==> src/rtl/imm_gen_pipe_if.sv <==
// Handshake bundle between decode-side producer and execute-side consumer
// of extended immediates.
interface imm_gen_pipe_if #(
    parameter int XLEN  = 32,
    parameter int TAG_W = 8
);
    logic             in_valid;
    logic             in_ready;
    logic [2:0]       in_op;
    logic [24:0]      in_ins;
    logic [TAG_W-1:0] in_tag;
    logic             out_valid;
    logic             out_ready;
    logic [XLEN-1:0]  out_imm;
    logic [TAG_W-1:0] out_tag;
    logic             out_err;

    modport master (
        output in_valid,
        output in_op,
        output in_ins,
        output in_tag,
        output out_ready,
        input  in_ready,
        input  out_valid,
        input  out_imm,
        input  out_tag,
        input  out_err
    );

    modport slave (
        input  in_valid,
        input  in_op,
        input  in_ins,
        input  in_tag,
        input  out_ready,
        output in_ready,
        output out_valid,
        output out_imm,
        output out_tag,
        output out_err
    );
endinterface

==> src/rtl/imm_gen_pipe.sv <==
// Pipelined immediate generator: formats instr[31:7] into an XLEN immediate
// and holds it, with its tag, in a registered 2-entry skid buffer.
module imm_gen_pipe #(
    parameter int XLEN  = 32,
    parameter int TAG_W = 8
) (
    input logic         clk,
    input logic         rst_n,
    input logic         flush,
    imm_gen_pipe_if.slave bus
);

    typedef enum logic [1:0] {
        EMPTY = 2'd0,
        ONE   = 2'd1,
        TWO   = 2'd2
    } state_e;

    typedef enum logic [2:0] {
        OP_I   = 3'd0,
        OP_S   = 3'd1,
        OP_B   = 3'd2,
        OP_U   = 3'd3,
        OP_J   = 3'd4,
        OP_Z   = 3'd5,
        OP_SH  = 3'd6,
        OP_ILL = 3'd7
    } op_e;

    typedef struct packed {
        logic [XLEN-1:0]  imm;
        logic [TAG_W-1:0] tag;
        logic             err;
    } ent_t;

    state_e state_q, state_d;
    ent_t   head_q, head_d;
    ent_t   skid_q, skid_d;
    ent_t   new_e;
    op_e    op;
    logic   [24:0] ins;
    logic   in_rdy;
    logic   out_vld;
    logic   push;
    logic   pop;

    assign op  = op_e'(bus.in_op);
    assign ins = bus.in_ins;

    // Immediate formation; every signed format extends from its top bit.
    always_comb begin
        new_e     = '0;
        new_e.tag = bus.in_tag;
        unique case (op)
            OP_I: begin
                new_e.imm = XLEN'($signed(ins[24:13]));
            end
            OP_S: begin
                new_e.imm = XLEN'($signed({ins[24:18], ins[4:0]}));
            end
            OP_B: begin
                new_e.imm = XLEN'($signed({ins[24], ins[0],
                                           ins[23:18], ins[4:1],
                                           1'b0}));
            end
            OP_U: begin
                new_e.imm = XLEN'($signed({ins[24:5], 12'b0}));
            end
            OP_J: begin
                new_e.imm = XLEN'($signed({ins[24], ins[12:5],
                                           ins[13], ins[23:14],
                                           1'b0}));
            end
            OP_Z: begin
                new_e.imm = XLEN'(ins[12:8]);
            end
            OP_SH: begin
                if (XLEN == 64)
                    new_e.imm = XLEN'(ins[18:13]);
                else
                    new_e.imm = XLEN'(ins[17:13]);
            end
            OP_ILL: begin
                new_e.err = 1'b1;
            end
            default: begin
                new_e.err = 1'b1;
            end
        endcase
    end

    assign in_rdy  = (state_q != TWO);
    assign out_vld = (state_q != EMPTY);
    assign push    = bus.in_valid && in_rdy;
    assign pop     = out_vld && bus.out_ready;

    always_comb begin
        state_d = state_q;
        head_d  = head_q;
        skid_d  = skid_q;
        if (flush) begin
            state_d = EMPTY;
        end else begin
            unique case (state_q)
                EMPTY: begin
                    if (push) begin
                        head_d  = new_e;
                        state_d = ONE;
                    end
                end
                ONE: begin
                    if (push && pop) begin
                        head_d = new_e;
                    end else if (push) begin
                        skid_d  = new_e;
                        state_d = TWO;
                    end else if (pop) begin
                        state_d = EMPTY;
                    end
                end
                TWO: begin
                    if (pop) begin
                        head_d  = skid_q;
                        state_d = ONE;
                    end
                end
                default: begin
                    state_d = EMPTY;
                end
            endcase
        end
    end

    always_ff @(posedge clk or negedge rst_n) begin
        if (!rst_n) begin
            state_q <= EMPTY;
            head_q  <= '0;
            skid_q  <= '0;
        end else begin
            state_q <= state_d;
            head_q  <= head_d;
            skid_q  <= skid_d;
        end
    end

    // Outputs read only registered state and are zeroed when idle.
    assign bus.in_ready  = in_rdy;
    assign bus.out_valid = out_vld;
    assign bus.out_imm   = out_vld ? head_q.imm : '0;
    assign bus.out_tag   = out_vld ? head_q.tag : '0;
    assign bus.out_err   = out_vld ? head_q.err : 1'b0;

endmodule

==> src/flat_wrapper.sv <==
// flat-port wrapper written by rule: the top's interface ports become plain ports
module imm_gen_pipe_flat 
#(
    parameter int XLEN  = 32,
    parameter int TAG_W = 8
)
  (clk, rst_n, flush, bus_in_valid, bus_in_op, bus_in_ins, bus_in_tag, bus_out_ready, bus_in_ready, bus_out_valid, bus_out_imm, bus_out_tag, bus_out_err);
  imm_gen_pipe_if #(.XLEN(XLEN), .TAG_W(TAG_W)) bus_i ();
  input logic clk;
  input logic rst_n;
  input logic flush;
  input wire logic [$bits(bus_i.in_valid)-1:0] bus_in_valid;
  input wire logic [$bits(bus_i.in_op)-1:0] bus_in_op;
  input wire logic [$bits(bus_i.in_ins)-1:0] bus_in_ins;
  input wire logic [$bits(bus_i.in_tag)-1:0] bus_in_tag;
  input wire logic [$bits(bus_i.out_ready)-1:0] bus_out_ready;
  output wire logic [$bits(bus_i.in_ready)-1:0] bus_in_ready;
  output wire logic [$bits(bus_i.out_valid)-1:0] bus_out_valid;
  output wire logic [$bits(bus_i.out_imm)-1:0] bus_out_imm;
  output wire logic [$bits(bus_i.out_tag)-1:0] bus_out_tag;
  output wire logic [$bits(bus_i.out_err)-1:0] bus_out_err;
  assign bus_i.in_valid = bus_in_valid;
  assign bus_i.in_op = bus_in_op;
  assign bus_i.in_ins = bus_in_ins;
  assign bus_i.in_tag = bus_in_tag;
  assign bus_i.out_ready = bus_out_ready;
  assign bus_in_ready = bus_i.in_ready;
  assign bus_out_valid = bus_i.out_valid;
  assign bus_out_imm = bus_i.out_imm;
  assign bus_out_tag = bus_i.out_tag;
  assign bus_out_err = bus_i.out_err;
  imm_gen_pipe #(.XLEN(XLEN), .TAG_W(TAG_W)) u_core (.clk(clk), .rst_n(rst_n), .flush(flush), .bus(bus_i));
endmodule
==> config.mk <==
export PLATFORM = sky130hd
export DESIGN_NAME = imm_gen_pipe_flat
export DESIGN_NICKNAME = d
export VERILOG_FILES = /design/src/rtl/imm_gen_pipe_if.sv /design/src/rtl/imm_gen_pipe.sv /design/src/flat_wrapper.sv
export SDC_FILE = /design/constraint.sdc
export NUM_CORES = 1
export LEC_CHECK = 0
export CORE_MARGIN = 5
export CORE_UTILIZATION = 55
export DETAILED_ROUTE_END_ITERATION = 16
export MAX_ROUTING_LAYER = met4
export PLACE_DENSITY = 0.89
export SLEW_MARGIN = 25
export SYNTH_ARGS = -nofsm -noshare
export SYNTH_HDL_FRONTEND = slang
export SYNTH_SLANG_ARGS = --single-unit
==> constraint.sdc <==
create_clock -name clk -period 2.7 [get_ports clk]
set_input_delay 0.54 -clock clk [delete_from_list [all_inputs] [get_ports clk]]
set_output_delay 0.54 -clock clk [all_outputs]
set_load 0.005 [all_outputs]
-- Word-level counts from Yosys, hierarchy flattened
Cells that the tools add are included.
- flip-flop bits (word level): 84
- output and inout port bits: 43
- logic and storage cells: 52
- equal/unequal tests: 17
- multiplexer cells: 16
- bitwise operators: 2
- reduce and logical (&&, ||, !) cells: 10
- operators with widths (kind ; number):
    32-bit one-hot mux with 7 select lines ; 1
    41-bit two-way mux ; 3
    41-bit one-hot mux with 3 select lines ; 1
    32-bit two-way mux ; 1
    3-bit equality test, second input constant ; 4
    2-bit two-way mux ; 6
    8-bit two-way mux ; 1
    4-bit AND reduction ; 2
    3-bit by 2-bit equality test with 1-bit output, second input constant ; 2
    2-bit by 1-bit != test with 1-bit output, second input constant ; 3
    3-bit by 2-bit != test with 1-bit output, second input constant ; 2
    2-bit one-hot mux with 3 select lines ; 1
    5-bit AND reduction ; 1
    4-bit by 2-bit != test with 1-bit output, second input constant ; 1
    3-bit by 1-bit equality test with 1-bit output, second input constant ; 1
    1-bit logical AND ; 3
    3-bit zero test ; 1
    3-bit != test, second input constant ; 1
    3-bit nonzero test ; 1
    2-bit by 1-bit equality test with 1-bit output, second input constant ; 1
    2-bit equality test, second input constant ; 1
    2-bit zero test ; 1
    1-bit two-way mux ; 2
    2-bit != test, second input constant ; 1
    other kinds (2) ; 3

-- Longest topological paths before layout
Gate-level depths: netlist (run 1).
- depth after elaboration: 7
- depth in mapped cells: 8

-- Worst setup path after synthesis (run 1)
No wires, ideal clock.
- path kind: input to register
- from: in bus_in_op[2]
- to: reg u_core.head_q[33] in the netlist's numbering
- data arrival time: 1629 ps
- slack: 979 ps
- cell stages on the path: 6
- buffers on the path: 2
- cell sequence: buf_2 -> maj3_2 -> nor2b_2 -> buf_4 -> a211oi_1 -> o31ai_2
- longest elaborated chain between the ends: 4
- RTL lines (item ; line ; source):
    start: declaration ; flat_wrapper.sv:13 ; input wire logic [$bits(bus_i.in_op)-1:0] bus_in_op;
    3-bit equality test (tied with other cells) ; imm_gen_pipe.sv:54 ; unique case (op)
    32-bit one-hot mux with 7 select lines * ; imm_gen_pipe.sv:54 ;
    41-bit two-way mux, on equally long branches ; imm_gen_pipe.sv:112, imm_gen_pipe.sv:106 ;
    41-bit one-hot mux with 3 select lines * ; imm_gen_pipe.sv:104 ; unique case (state_q)
    end signal: assignment ; imm_gen_pipe.sv:137 ; head_q <= '0;
    end signal: assignment ; imm_gen_pipe.sv:141 ; head_q <= head_d;
    end: declaration ; imm_gen_pipe.sv:37 ; ent_t head_q, head_d;
Every way passes the cells marked *; elsewhere a longest branch is shown, timed or not. The select of a mux whose other input is x is not followed.
A chain may end at the register's enable or synchronous reset.

-- Final worst setup path (run 1)
- from: reg u_core.state_q[0]
- to: out bus_out_tag[7]
- longest elaborated chain between the ends: 2
- RTL lines (item ; line ; source):
    start: declaration ; imm_gen_pipe.sv:36 ; state_e state_q, state_d;
    start signal: assignment ; imm_gen_pipe.sv:140 ; state_q <= state_d;
    2-bit nonzero test ; imm_gen_pipe.sv:93 ; assign out_vld = (state_q != EMPTY);
    8-bit two-way mux ; imm_gen_pipe.sv:150 ; assign bus.out_tag = out_vld ? head_q.tag : '0;
    end: declaration ; flat_wrapper.sv:20 ; output wire logic [$bits(bus_i.out_tag)-1:0] bus_out_tag;
No other way between the ends.

==> metrics.md, run 1 <==
| Metric | Value |
|---|---|
| Post-synth EDFFs | `0` |
| Total GRT Usage | `24.0%` |
| Most common cell after layout, fill and taps aside | `dfrtp_1` |
| Syn Nets | `531` |
| Total power | `3480 µW` |
| Synthesized area per cell | `9.25 µm²` |
| Clk pwr share | `29.6%` |
| Post-CTS resize count | `0` |
| Status | `finished, final reports clean` |
| Core area | `8130 µm²` |
| Fin Setup TNS | `0 ns` |
| N_diodes | `0` |
| Die area | `10200 µm²` |
| Hold Vio Cnt, Final | `0` |
| IO Pins | `84` |
| Post-Route Skew | `0.00492 ns` |
| Pwr dens | `610 nW/µm²` |
| Ys async rst share | `100%` |
| Clock Latency Late Sink | `0.35 ns` |
| Layout cell share with drive strength beyond 1 | `13.1%` |
| GRT overflow | `0` |
| Final period util | `91.6%` |
| Final #Nets | `595` |
| Worst Path Arrival | `1.93 ns` |
| Logic pwr share | `22.7%` |
| FF-to-FF setup slack | `0.90 ns` |
| Max Slew Vio Count | `0` |
| Row Count | `33` |
| Die height | `101 µm` |
| # hold bufs at CTS | `0` |
| Slew HR | `52.7%` |
| Worst slew pin tran | `0.710 ns` |
| Final WL | `11400 µm` |
| First-pass DRT Iterations | `5` |
| Clock sinks | `84` |
| TritonCTS clock tree | `done` |
| Tmin final | `2.47 ns` |
| Drt wl/cell | `17.2 µm` |
| Root buf cell | `clkbuf_8` |
| Routed vias/inst | `5.91` |
| FF+latch count, synth | `84` |
| DRT antenna net count | `0` |
| RSZ-0062 raised after global routing | `no` |
| Fmax | `0.404 GHz` |
| Primary FF master, synth | `dfrtp_1` |
| # port buffers | `83` |
| # setup viols final | `0` |
| Largest net degree at the start of global routing | `63` |
| Seq/Total Area, Yosys | `46.4%` |
| Number of setup buffers added after CTS | `0` |
| Clock buffer depth | `2` |
| Initial Util | `55.7%` |
| Initial detailed-routing violation count | `211` |
| Most frequent cells in the layout | `dfrtp_1 (84), clkdlybuf4s50_1 (82), nand2_1 (66), nor2b_1 (46), o21ai_0 (45)` |
| DRC violations left | `0` |
| Worst Path Required | `2.16 ns` |
| Die width | `101 µm` |
| Clock-pin slew on the worst setup and hold paths | `0.08 ns` |
| First-pass GRT wire length | `18600 µm` |
| Post-Syn Area | `4530 µm²` |
| Worst VDD drop | `0.492 mV` |
| Area grow syn2layout | `25.6%` |
| Seq pwr share | `47.7%` |
| Max-cap violations | `0` |
| Initial antenna violation count | `0` |
| Switch Pwr | `965 µW` |
| Internal | `2510 µW` |
| Worst Setup End Kind | `primary output` |
| Synth Warn # | `0` |
| WS Path Type | `reg2out` |
| Pleak | `0.00238 µW` |
| Clock H-tree levels | `3` |
| Num CTS Buffers | `9` |
| Hpwl dp | `7890 µm` |
| Worst-path maximum fanout | `19` |
| Cell count after synthesis | `490` |
| Via Count | `3924` |
| Vias in the first global route | `3812` |
| Critical path launch point type | `flop` |
| Sw Ratio | `27.8%` |
| RD Place Congestion | `0.904` |
| Min-delay worst type | `in2async` |
| Post-synth cell types | `39` |
-- cell families (layout without fill, tap and decap cells) --
family,after synthesis,after routing,synth area share [%]
flops,84,84,46.4
simple gates,174,174,18.4
fa+ha+maj,1,1,0.248
buf+inv,49,118,4.94
xor+xnor,1,1,0.193
compound gates,146,146,21.5
mux,35,35,8.34
-- per-stage QoR --
step / hold slack [ns] / cells / worst slack, ns / instance area [µm²] / utilization [%]
6_report: 0.232 / 664 / 0.227 / 5690 / 70.0
4_1_cts: 0.248 / 663 / 0.0141 / 5690 / 69.9
2_1_floorplan: 0.244 / 490 / 0.979 / 4530 / -
5_1_grt: 0.286 / 664 / 0.0932 / 5690 / 70.0
3_3_place_gp: 0.455 / 647 / 0.245 / 5460 / 67.1
3_5_place_dp: 0.459 / 647 / 0.185 / 5460 / 67.1
-- critical path, stage by stage (launching register included) --
cell	delay, ns
dfrtp_1	0.58
nor2_4	0.08
buf_4	0.22
nor2b_1	0.17
clkdlybuf4s50_1	0.52
-- path summary, 6_finish.rpt --
check,endpoint,start,cells past startpoint
worst max-delay path,bus_out_tag[7],u_core.state_q[0]$_DFFE_PN0P_,4
worst min-delay path,u_core.head_q[15]$_DFFE_PN0P_,rst_n,1
worst max register to register,u_core.head_q[20]$_DFFE_PN0P_,u_core.state_q[1]$_DFFE_PN0P_,5
worst min register to register,u_core.head_q[9]$_DFFE_PN0P_,u_core.head_q[9]$_DFFE_PN0P_,1
max in group asynchronous,u_core.skid_q[10]$_DFFE_PN0P_,rst_n,2
min in group clk,u_core.head_q[9]$_DFFE_PN0P_,u_core.head_q[9]$_DFFE_PN0P_,1
-- flip-flops by register name, summed over array words and instances, names as in the netlist --
name,cells
u_core.skid_q,41
u_core.head_q,41
u_core.state_q,2
-- power groups by stage --
| stage | Sequential, µW | Clock, µW | Combinational [µW] |
|---|---|---|---|
| global placement | 1660 | 0 | 750 |
| CTS | 1650 | 1030 | 793 |
| global route | 1680 | 1090 | 875 |
| finish | 1660 | 1030 | 790 |
| detailed placement | 1670 | 0 | 790 |
| floorplan | 1630 | 0 | 488 |
-- cell type report --
type / instances / area [µm²]
Fill cell: 600 / 2440
Multi-Input combinational cell: 357 / 2230
Sequential cell: 84 / 2100
Timing Repair Buffer: 98 / 991
Clock buffer: 13 / 159
Tap cell: 105 / 131
Clock inverter: 3 / 68.8
Inverter: 4 / 15.0
-- synth_stat cells, types with 2 or more instances --
master    number  area, µm²
a22o_1         9       78.8
dfrtp_1       84       2100
nand3_1        5       25.0
buf_1          2       7.51
buf_6          2       22.5
inv_1          3       11.3
nand2_1       66        248
mux2_2        22        248
o22ai_1        5       31.3
a21oi_1       41        205
clkbuf_1      27        101
o221ai_1       9       78.8
a211oi_1      10       75.1
o211ai_1       4       30.0
o21ai_0       45        225
nand3b_1       4       30.0
buf_4          3       22.5
and2_1         2       12.5
nor2_1        37        139
o31ai_2       11        138
mux2i_1       13        130
nor2b_1       47        294
nand2b_1       9       56.3
o22a_1         5       43.8
buf_2         11       55.1
-- layer usage --
| metal | GRT usage [%] | routed length [µm] |
|---|---|---|
| met5 | - | 0 |
| met4 | 9.84 | 238 |
| met3 | 3.88 | 853 |
| met2 | 38.9 | 5740 |
| met1 | 30.0 | 4560 |
No activity file was read; power rests on OpenSTA's default activity.
==> inputs of run 2 (changes only) <==
--- a/config.mk
+++ b/config.mk
@@ -8,6 +8,7 @@
 export CORE_MARGIN = 5
 export CORE_UTILIZATION = 55
 export DETAILED_ROUTE_END_ITERATION = 16
+export GPL_ROUTABILITY_DRIVEN = 0
 export MAX_ROUTING_LAYER = met4
 export PLACE_DENSITY = 0.89
 export SLEW_MARGIN = 25
==> results of run 2 <==
Same layout as run 1: the final DEF is identical, and so are final timing and power.
==> inputs of run 3 (changes only) <==
--- a/config.mk
+++ b/config.mk
@@ -11,6 +11,7 @@
 export GPL_ROUTABILITY_DRIVEN = 0
 export MAX_ROUTING_LAYER = met4
 export PLACE_DENSITY = 0.89
+export REMOVE_ABC_BUFFERS = 1
 export SLEW_MARGIN = 25
 export SYNTH_ARGS = -nofsm -noshare
 export SYNTH_HDL_FRONTEND = slang
==> metrics.md, run 3 (synthesis gave the netlist of run 1 again) <==
| Metric | Value |
|---|---|
| Number of setup buffers added after CTS | `0 (unchanged)` |
| Row Count | `33 (unchanged)` |
| Hpwl dp | `7670 µm (-2.9%)` |
| Switch Pwr | `911 µW (-5.6%)` |
| Worst path bufs/invs | `2 (unchanged)` |
| Clock-pin slew on the worst setup and hold paths | `0.08 ns (about the same)` |
| Layout cell share with drive strength beyond 1 | `12.9% (-0.11 points)` |
| Hold Vio Cnt, Final | `0 (unchanged)` |
| Worst Path Arrival | `1.91 ns (-0.02 ns)` |
| Initial antenna violation count | `0 (unchanged)` |
| Most common cell after layout, fill and taps aside | `dfrtp_1` |
| Most frequent cells in the layout | `dfrtp_1 (84), clkdlybuf4s50_1 (82), nand2_1 (66), nor2b_1 (46), o21ai_0 (45)` |
| Critical path launch point type | `flop` |
| Post-Route Skew | `0.00592 ns (+0.00100 ns)` |
| Crit-path cells | `nor2_4 > buf_12 > nor2b_1 > clkdlybuf4s50_1` |
| Worst Path Required | `2.16 ns (about the same)` |
| Pleak | `0.00235 µW (-0.96%)` |
| Seq pwr share | `51.7% (+4.0 points)` |
| WS Path Type | `reg2out` |
| Clock Latency Late Sink | `0.34 ns (about the same)` |
| Total GRT Usage | `23.6% (-0.41 points)` |
| Clock sinks | `84 (unchanged)` |
| Logic pwr share | `24.5% (+1.8 points)` |
| Initial detailed-routing violation count | `280 (+33%)` |
| Root buf cell | `clkbuf_8` |
| GRT overflow | `0 (unchanged)` |
| CP max-delay cell | `dfrtp_1` |
| Delay-heaviest family, CP | `buffers and inverters` |
| Sw Ratio | `28.4% (+0.62 points)` |
| TritonCTS clock tree | `done` |
| PnR worst setup slack | `0.247 ns (+0.0209 ns)` |
| Dpl ws | `0.136 ns (-0.0484 ns)` |
| Slew HR | `55.5% (+2.8 points)` |
| Vias in the first global route | `3824 (+0.31%)` |
| Slowest stage delay, CP | `0.58 ns (about the same)` |
| Die width | `101 µm (unchanged)` |
| Drt wl/cell | `16.9 µm (-1.3%)` |
| DRC violations left | `0 (unchanged)` |
| Die area | `10200 µm² (unchanged)` |
| # setup viols final | `0 (unchanged)` |
| Fmax | `0.408 GHz (+0.85%)` |
| Worst Setup End Kind | `primary output` |
| Clock H-tree levels | `3 (unchanged)` |
| Hold_ws | `0.222 ns (-0.00971 ns)` |
| Final period util | `90.8% (-0.77 points)` |
| Worst VDD drop | `0.419 mV (-15%)` |
| Clk pwr share | `23.8% (-5.8 points)` |
| Initial Util | `55.7% (unchanged)` |
| Die height | `101 µm (unchanged)` |
| Worst slew pin tran | `0.666 ns (-0.0439 ns)` |
| First-pass DRT Iterations | `4 (-1)` |
| Pwr dens | `570 nW/µm² (-6.6%)` |
| Clock buffer depth | `2 (unchanged)` |
| DRT antenna net count | `0 (unchanged)` |
| Area grow syn2layout | `24.3%` |
| Final #Nets | `597 (+0.34%)` |
| RSZ-0062 raised after global routing | `no` |
| Via Count | `3881 (-1.1%)` |
| Tmin final | `2.45 ns (-0.0209 ns)` |
| # port buffers | `83 (unchanged)` |
| Post-CTS resize count | `0 (unchanged)` |
| Worst-path maximum fanout | `42 (+23)` |
| Routed vias/inst | `5.87 (-0.65%)` |
| Final WL | `11200 µm (-1.7%)` |
| Internal | `2300 µW (-8.4%)` |
| Core area | `8130 µm² (unchanged)` |
| Status | `finished, final reports clean` |
| Min-delay worst type | `in2async` |
| Max-cap violations | `0 (unchanged)` |
| Num CTS Buffers | `9 (unchanged)` |
| Top flop regs | `u_core.head_q: 41 flops, u_core.skid_q: 41 flops, u_core.state_q: 2 flops` |
| # hold bufs at CTS | `0 (unchanged)` |
| N_diodes | `0 (unchanged)` |
| IO Pins | `84 (unchanged)` |
| Largest net degree at the start of global routing | `70 (+11%)` |
| First-pass GRT wire length | `18600 µm (-0.11%)` |
| Max Slew Vio Count | `0 (unchanged)` |
## run 3: cell count changes in the layout (fill, tap and decap cells not counted)
cell,change
buf_4,+2
bufinv_16,-2
clkbuf_1,-2
clkinv_4,-1
## run 3: path summary, 6_finish.rpt
| check | from | to | slack (ns) | depth (start not counted) |
|---|---|---|---|---|
| worst min register to register | u_core.skid_q[17]$_DFFE_PN0P_ | u_core.skid_q[17]$_DFFE_PN0P_ | 0.48 | 2 |
| worst min-delay path | rst_n | u_core.head_q[10]$_DFFE_PN0P_ | 0.22 | 1 |
| max in group asynchronous | rst_n | u_core.skid_q[33]$_DFFE_PN0P_ | 1.85 | 2 |
| min in group clk | u_core.skid_q[17]$_DFFE_PN0P_ | u_core.skid_q[17]$_DFFE_PN0P_ | 0.48 | 2 |
| worst max register to register | u_core.state_q[1]$_DFFE_PN0P_ | u_core.head_q[23]$_DFFE_PN0P_ | 0.89 | 5 |
| worst max-delay path | u_core.state_q[0]$_DFFE_PN0P_ | bus_out_imm[24] | 0.25 | 4 |
## run 3: metal layers
layer | up-vias | global-route usage [%] | wire length [µm]
li1 | 1838 | - | -
met1 | 1866 | 29.7 | 4630
met2 | 154 | 38.6 | 5680
met5 | - | - | 0
met4 | 0 | 7.56 | 269
met3 | 23 | 4.22 | 608
## run 3: power groups by stage
stage               Sequential [µW]  Combinational [µW]  Clock, µW
CTS                            1660                 794        775
detailed placement             1680                 794          0
global placement               1660                 751          0
finish                         1660                 787        763
floorplan                      1630                 447          0
global route                   1690                 873        825
## run 3: per-stage QoR
step                total power (µW)  cell area, µm²  TNS [ns]  util [%]  cells
global route                    3390            5630         0      69.3    661
CTS                             3230            5630         0      69.3    661
global placement                2410            5480         0      67.4    650
floorplan                       2080            4320    -11.67         -    445
finish                          3210            5630         0      69.3    661
detailed placement              2470            5480         0      67.4    650
## run 3: layout make-up
cell class | instances | area [µm²]
multi-input combinational | 357 | 2230
sequential | 84 | 2100
inverter | 4 | 15.0
tap | 105 | 131
timing repair buffer | 100 | 1010
clock buffer | 11 | 151
fill | 599 | 2500
